$ cat src/rtl/pmod_keypad_event_pkg.sv
// Shared constants and types for the keypad event block: key/column encodings,
// the 5-bit event record and the press/release tracking states.
package pmod_keypad_event_pkg;

    localparam logic [3:0] KEY_NONE    = 4'hF;
    localparam logic [3:0] COL0_ACTIVE = 4'b1110;
    localparam int         EV_W        = 5;

    typedef struct packed {
        logic       press;
        logic [3:0] code;
    } ev_t;

    typedef enum logic {
        IDLE = 1'b0,
        HELD = 1'b1
    } state_t;

    // Exactly one column strobe low; anything else means the key code is not meaningful.
    function automatic logic onehot_low(input logic [3:0] c);
        case (c)
            4'b1110, 4'b1101, 4'b1011, 4'b0111: return 1'b1;
            default:                            return 1'b0;
        endcase
    endfunction

endpackage

$ cat src/rtl/pmod_keypad_event_fifo.sv
// Small synchronous FIFO for key events; pointers carry one extra wrap bit so
// full and empty are distinguished without a separate counter.
module pmod_keypad_event_fifo #(
    parameter int W     = 5,
    parameter int DEPTH = 4
) (
    input  logic         clk,
    input  logic         rst,
    input  logic         push,
    input  logic [W-1:0] push_data,
    input  logic         pop,
    output logic         full,
    output logic         empty,
    output logic [W-1:0] head
);

    localparam int AW = $clog2(DEPTH);

    logic [AW:0]  wr_ptr;
    logic [AW:0]  rd_ptr;
    logic [W-1:0] mem [DEPTH];
    logic         do_pop;
    logic         do_push;

    assign empty = (wr_ptr == rd_ptr);
    assign full  = (wr_ptr[AW] != rd_ptr[AW]) && (wr_ptr[AW-1:0] == rd_ptr[AW-1:0]);

    // A pop on a full FIFO frees the slot the simultaneous push writes into.
    assign do_pop  = pop && !empty;
    assign do_push = push && (!full || do_pop);

    always_ff @(posedge clk) begin
        if (rst) begin
            wr_ptr <= '0;
            rd_ptr <= '0;
            for (int i = 0; i < DEPTH; i++) begin
                mem[i] <= '0;
            end
        end else begin
            if (do_push) begin
                mem[wr_ptr[AW-1:0]] <= push_data;
                wr_ptr              <= wr_ptr + 1'b1;
            end
            if (do_pop) begin
                rd_ptr <= rd_ptr + 1'b1;
            end
        end
    end

    assign head = mem[rd_ptr[AW-1:0]];

endmodule

$ cat src/rtl/pmod_keypad_event.sv
// Turns raw keypad scanner output into debounced press/release events: one
// frame code per 4-column scan, debounced over frames, queued in a small FIFO.
import pmod_keypad_event_pkg::*;

module pmod_keypad_event #(
    parameter int STABLE_FRAMES = 3,
    parameter int DEPTH         = 4
) (
    input  logic       clk,
    input  logic       rst,
    input  logic [3:0] col,
    input  logic [3:0] key,
    output logic       ev_valid,
    input  logic       ev_ready,
    output logic [3:0] ev_code,
    output logic       ev_press,
    output logic       overflow
);

    localparam logic [3:0] STABLE_N = 4'(STABLE_FRAMES);

    logic [3:0] col_q;
    logic       frame_end;
    logic       sample;
    logic [3:0] acc;
    logic       acc_set;
    logic       amb;
    logic [3:0] frame_code;
    logic       frame_ok;
    logic [3:0] cand;
    logic [3:0] cnt;
    logic       deb_tick;
    logic       debounced;
    state_t     state;
    state_t     state_next;
    logic [3:0] held;
    logic [3:0] held_next;
    logic       fsm_push;
    ev_t        fsm_ev;
    logic       push_q;
    ev_t        push_ev_q;
    logic       fifo_full;
    logic       fifo_empty;
    logic       pop;
    ev_t        head;

    assign frame_end  = (col == COL0_ACTIVE) && (col_q != COL0_ACTIVE);
    assign sample     = onehot_low(col) && (key != KEY_NONE);
    assign frame_code = (amb || !acc_set) ? KEY_NONE : acc;
    assign debounced  = (cnt == STABLE_N);

    always_ff @(posedge clk) begin
        if (rst) begin
            col_q   <= KEY_NONE;
            acc     <= KEY_NONE;
            acc_set <= 1'b0;
            amb     <= 1'b0;
        end else begin
            col_q <= col;
            // The frame_end cycle's sample opens the new frame.
            if (frame_end) begin
                acc     <= sample ? key : KEY_NONE;
                acc_set <= sample;
                amb     <= 1'b0;
            end else if (sample) begin
                if (!acc_set) begin
                    acc     <= key;
                    acc_set <= 1'b1;
                end else if (key != acc) begin
                    amb <= 1'b1;
                end
            end
        end
    end

    always_ff @(posedge clk) begin
        if (rst) begin
            frame_ok <= 1'b0;
            cand     <= KEY_NONE;
            cnt      <= 4'd0;
            deb_tick <= 1'b0;
        end else begin
            deb_tick <= frame_end && frame_ok;
            if (frame_end) begin
                // The first frame after reset is partial, so it only arms the debouncer.
                frame_ok <= 1'b1;
                if (frame_ok) begin
                    if (frame_code == cand) begin
                        if (cnt != STABLE_N) cnt <= cnt + 4'd1;
                    end else begin
                        cand <= frame_code;
                        cnt  <= 4'd1;
                    end
                end
            end
        end
    end

    always_ff @(posedge clk) begin
        if (rst) begin
            state <= IDLE;
            held  <= KEY_NONE;
        end else begin
            state <= state_next;
            held  <= held_next;
        end
    end

    always_comb begin
        state_next = state;
        if (deb_tick && debounced) begin
            case (state)
                IDLE:    if (cand != KEY_NONE) state_next = HELD;
                HELD:    if (cand != held)     state_next = IDLE;
                default: state_next = IDLE;
            endcase
        end
    end

    always_comb begin
        fsm_push  = 1'b0;
        fsm_ev    = '0;
        held_next = held;
        if (deb_tick && debounced) begin
            case (state)
                IDLE: if (cand != KEY_NONE) begin
                    fsm_push  = 1'b1;
                    fsm_ev    = '{press: 1'b1, code: cand};
                    held_next = cand;
                end
                HELD: if (cand != held) begin
                    fsm_push  = 1'b1;
                    fsm_ev    = '{press: 1'b0, code: held};
                    held_next = KEY_NONE;
                end
                default: held_next = KEY_NONE;
            endcase
        end
    end

    always_ff @(posedge clk) begin
        if (rst) begin
            push_q    <= 1'b0;
            push_ev_q <= '0;
            overflow  <= 1'b0;
        end else begin
            push_q    <= fsm_push;
            push_ev_q <= fsm_ev;
            if (push_q && fifo_full && !pop) overflow <= 1'b1;
        end
    end

    // Handshake: an event transfers on any cycle with ev_valid && ev_ready; while
    // ev_valid is high and ev_ready low, ev_code/ev_press stay unchanged.
    assign ev_valid = !fifo_empty;
    assign pop      = ev_valid && ev_ready;
    assign ev_code  = head.code;
    assign ev_press = head.press;

    pmod_keypad_event_fifo #(
        .W     (EV_W),
        .DEPTH (DEPTH)
    ) u_fifo (
        .clk       (clk),
        .rst       (rst),
        .push      (push_q),
        .push_data (push_ev_q),
        .pop       (pop),
        .full      (fifo_full),
        .empty     (fifo_empty),
        .head      (head)
    );

endmodule
$ cat config.mk
export PLATFORM = sky130hd
export DESIGN_NAME = pmod_keypad_event
export DESIGN_NICKNAME = d
export VERILOG_FILES = /design/src/rtl/pmod_keypad_event_pkg.sv /design/src/rtl/pmod_keypad_event_fifo.sv /design/src/rtl/pmod_keypad_event.sv
export SDC_FILE = /design/constraint.sdc
export NUM_CORES = 1
export LEC_CHECK = 0
export CORE_ASPECT_RATIO = 1.2
export CORE_MARGIN = 2
export CORE_UTILIZATION = 49
export DETAILED_ROUTE_END_ITERATION = 8
export PLACE_DENSITY = 0.73
export SYNTH_ARGS = -nofsm -noshare
export SYNTH_HDL_FRONTEND = slang
export SYNTH_HIERARCHICAL = 1
export SYNTH_SLANG_ARGS = --single-unit
$ cat constraint.sdc
create_clock -name clk -period 2.5 [get_ports clk]
set_input_delay 0.375 -clock clk [delete_from_list [all_inputs] [get_ports clk]]
set_output_delay 0.375 -clock clk [all_outputs]
set_load 0.05 [all_outputs]
==> results.tsv <==
stage	metric	value	unit
status	status	finished, final reports clean	
floorplanning	placementRows	30	
routing	ant_nets	0	
placed_design	dp_hpwl	3689	microns
final_layout	num_antenna_cells	0	
final_layout	final_cell_mix	dfxtp_1 (40), nor2_1 (25), nand2_1 (21), edfxtp_1 (20), nor3_1 (17)	
synthesis	synth-async-reset-ratio	0	%
flow_run	drv_cap	0	
floorplanning	core_area	5705	sq um
timing	rsz0062_at_grt	false	
clock_tree	cts_num_sinks	60	
global_routing	grt_pass1_wl	8963	microns
placed_design	numPortBuffers	17	
power	irDropWorstVdd	384.8	uV
setup_path	cp_max_fo	5	
power	leakagePower	1.251	nW
timing	fmax	431.1	MHz
setup_path	crit_arrival	2320	ps
global_routing	grtUsageTotal	18.10	%
routing	firstDrtPassIters	4	
timing	setup_viol_count_final	0	
setup_path	worstPathRequired	2500	ps
timing	maxSlewViolCount	0	
synthesis	syn-num-nets	302	
routing	wire_per_inst	13.25	microns
global_routing	grt_pass1_vias	2013	
power	clkPwrFrac	43.3	%
setup_path	r2r_setup_slack	180	ps
setup_path	r2r_start	u_fifo/rd_ptr[2]	
hold_path	min_from	overflow	
global_routing	gr-total-overflow	0	
routing	via_per_inst	5.398	
routing	drt-total-wl	5222	microns
timing	clock_skew	6.581	ps
synthesis	avgSynthCellArea	10.19	sq um
global_routing	grt_max_degree	42	
clock_tree	post_cts_resized	5	
timing	relSlewSlack	52.56	%
synthesis	seq_area_frac_synth	47.74	%
clock_tree	cts_buffer_depth	2	
setup_path	endpoint_kind	register	
final_layout	final_common_cell	dfxtp_1	
synthesis	synth_area	2935	sq um
placed_design	gp_congestion	0.7593	
power	intPower	0.001666	W
hold_path	whs_endpoint	overflow	
synthesis	netlist_instances	288	
power	switchingPower	0.0005119	W
routing	drt_drc_violations_left	0	
synthesis	synth-seq-cells	60	
synthesis	synth_cell_type_count	62	
final_layout	drive_gt1_share	16.24	%
timing	setup_tns	0	ps
floorplanning	pin_count	18	
power	powerDensity	640.5	nW/um^2
timing	finalCriticalPeriod	2320	ps
setup_path	r2r_end	u_fifo/mem[1][1]	
synthesis	synth_enable_flop_cells	20	
setup_path	r2r_cells	6	
power	finalPower	0.002178	W
synthesis	ys.flop_type	dfxtp_1	
setup_path	critPathKind	reg2reg	
routing	drt-initial-drc-count	150	
hold_path	whs_path_depth	2	
clock_tree	post-cts-setup-buffer-count	0	
floorplanning	die_h	88.79	microns
routing	via_count	2127	
final_layout	syn_to_final_growth	15.86	%
clock_tree	cts_root_buf	clkbuf_8	
clock_tree	path_clk_slew	70	ps
clock_tree	cts-hold-fix-buffers	0	
clock_tree	clock_latency	340	ps
synthesis	synth_warnings	6	
floorplanning	die-area	6628	sq um
clock_tree	cts_max_level	3	
power	combPwrFrac	8.2	%
floorplanning	start_util	51.45	%
floorplanning	die_x	74.66	microns
power	swShare	23.50	%
hold_path	holdCritPathClass	reg2reg	
final_layout	nFillCells	508	
final_layout	fin_nets	323	
clock_tree	cts_tree	yes	
setup_path	critPathLaunchType	register	
global_routing	antenna_found_initial	0	
timing	worst_pin_slew	704.2	ps
timing	hold_violations	0	
power	p_seq_share	48.5	%
clock_tree	cts_buffers	9	
timing	period_share	92.79	%
routing by layer:
metal	share of wire, %	GRT usage (%)	vias up
met3	3.9	4.784	9
met5	0	0	-
met2	52	31.54	40
met4	1.6	9.253	0
li1	-	-	1093
met1	42	20.04	985
power by group through the flow:
stage	logic [W]	registers, W	clock network, W
2_1_floorplan	0.000135	0.00107	0
3_3_place_gp	0.000179	0.00108	0
3_5_place_dp	0.000181	0.00108	0
4_1_cts	0.000180	0.00106	0.000967
5_1_grt	0.000196	0.00106	0.00101
6_report	0.000179	0.00106	0.000943
sequential cells by signal, summed over array words and instances, names as in the netlist, named ones only:
register       count
overflow           1
held               4
amb                1
u_fifo/mem        20
deb_tick           1
push_q             1
acc                4
cand               4
acc_set            1
u_fifo/rd_ptr      3
frame_ok           1
cnt                4
push_ev_q          5
col_q              4
u_fifo/wr_ptr      3
state              1
final cells by class:
type | instances | area [sq um] | share of cell area [%]
clock buffers | 9 | 123.9 | 3.642
clock inverters | 7 | 91.34 | 2.686
inverters | 15 | 56.30 | 1.656
multi-input cells | 197 | 1399 | 41.13
flip-flops and latches | 60 | 1401 | 41.21
well taps | 80 | 100.1 | 2.943
repair buffers | 26 | 229.0 | 6.733
through the flow:
stage,cells,util [%],hold slack [ps],setup slack [ps],instance area (sq um)
floorplan,288,-,431.8,502.8,2935
global placement,378,55.94,456.4,298.1,3192
detailed placement,378,55.94,475.9,251.5,3192
CTS,394,59.61,489.6,198.4,3401
global route,394,59.61,519.2,35.05,3401
finish,394,59.61,482.1,180.1,3401
cells by family (layout without fill, tap and decap cells):
group / count (synthesis) / in the layout / synth area share, %
AO/OA/AOI/OAI: 50 / 50 / 13.38
multiplexers: 15 / 15 / 7.417
XOR/XNOR: 17 / 17 / 5.073
buffers and inverters: 31 / 57 / 4.603
adder cells (fa/ha/maj): 3 / 3 / 1.279
flip-flops: 60 / 60 / 47.74
AND/OR/NAND/NOR: 112 / 112 / 20.50
critical path: stages, from the launching register on:
cell and delay (ps):
dfxtp_1 350, xnor2_1 380, nand3_1 150, inv_1 100
nor2b_1 60, o41ai_2 540, o21ai_0 390
worst max path at each step:
stage | from | end | slack, ps | depth (start not counted)
after floorplan | u_fifo/rd_ptr[2] | u_fifo/mem[1][0] | 500 | 6
after global placement | u_fifo/rd_ptr[2] | u_fifo/mem[2][2] | 300 | 6
after detailed placement | u_fifo/rd_ptr[2] | u_fifo/mem[2][4] | 250 | 6
after CTS | u_fifo/rd_ptr[2] | u_fifo/mem[2][1] | 200 | 6
after global routing | u_fifo/rd_ptr[2] | u_fifo/mem[1][1] | 40 | 6
final | u_fifo/rd_ptr[2] | u_fifo/mem[1][1] | 180 | 6
synthesized netlist by cell type (all sizes together) (6+ instances only):
cell type	instances	share of area, %
clkbuf	8	1.1
edfxtp	20	20
buf	8	1.6
nor4	9	2.3
a21oi	11	2.0
nor2b	7	1.5
nand2	22	2.9
mux2i	6	2.0
xor2	8	2.4
dfxtp	40	27
inv	15	1.9
xnor2	9	2.7
or2	7	1.5
nor2	25	3.2
nor3	17	2.9
Power figures use the tool's default switching activity.
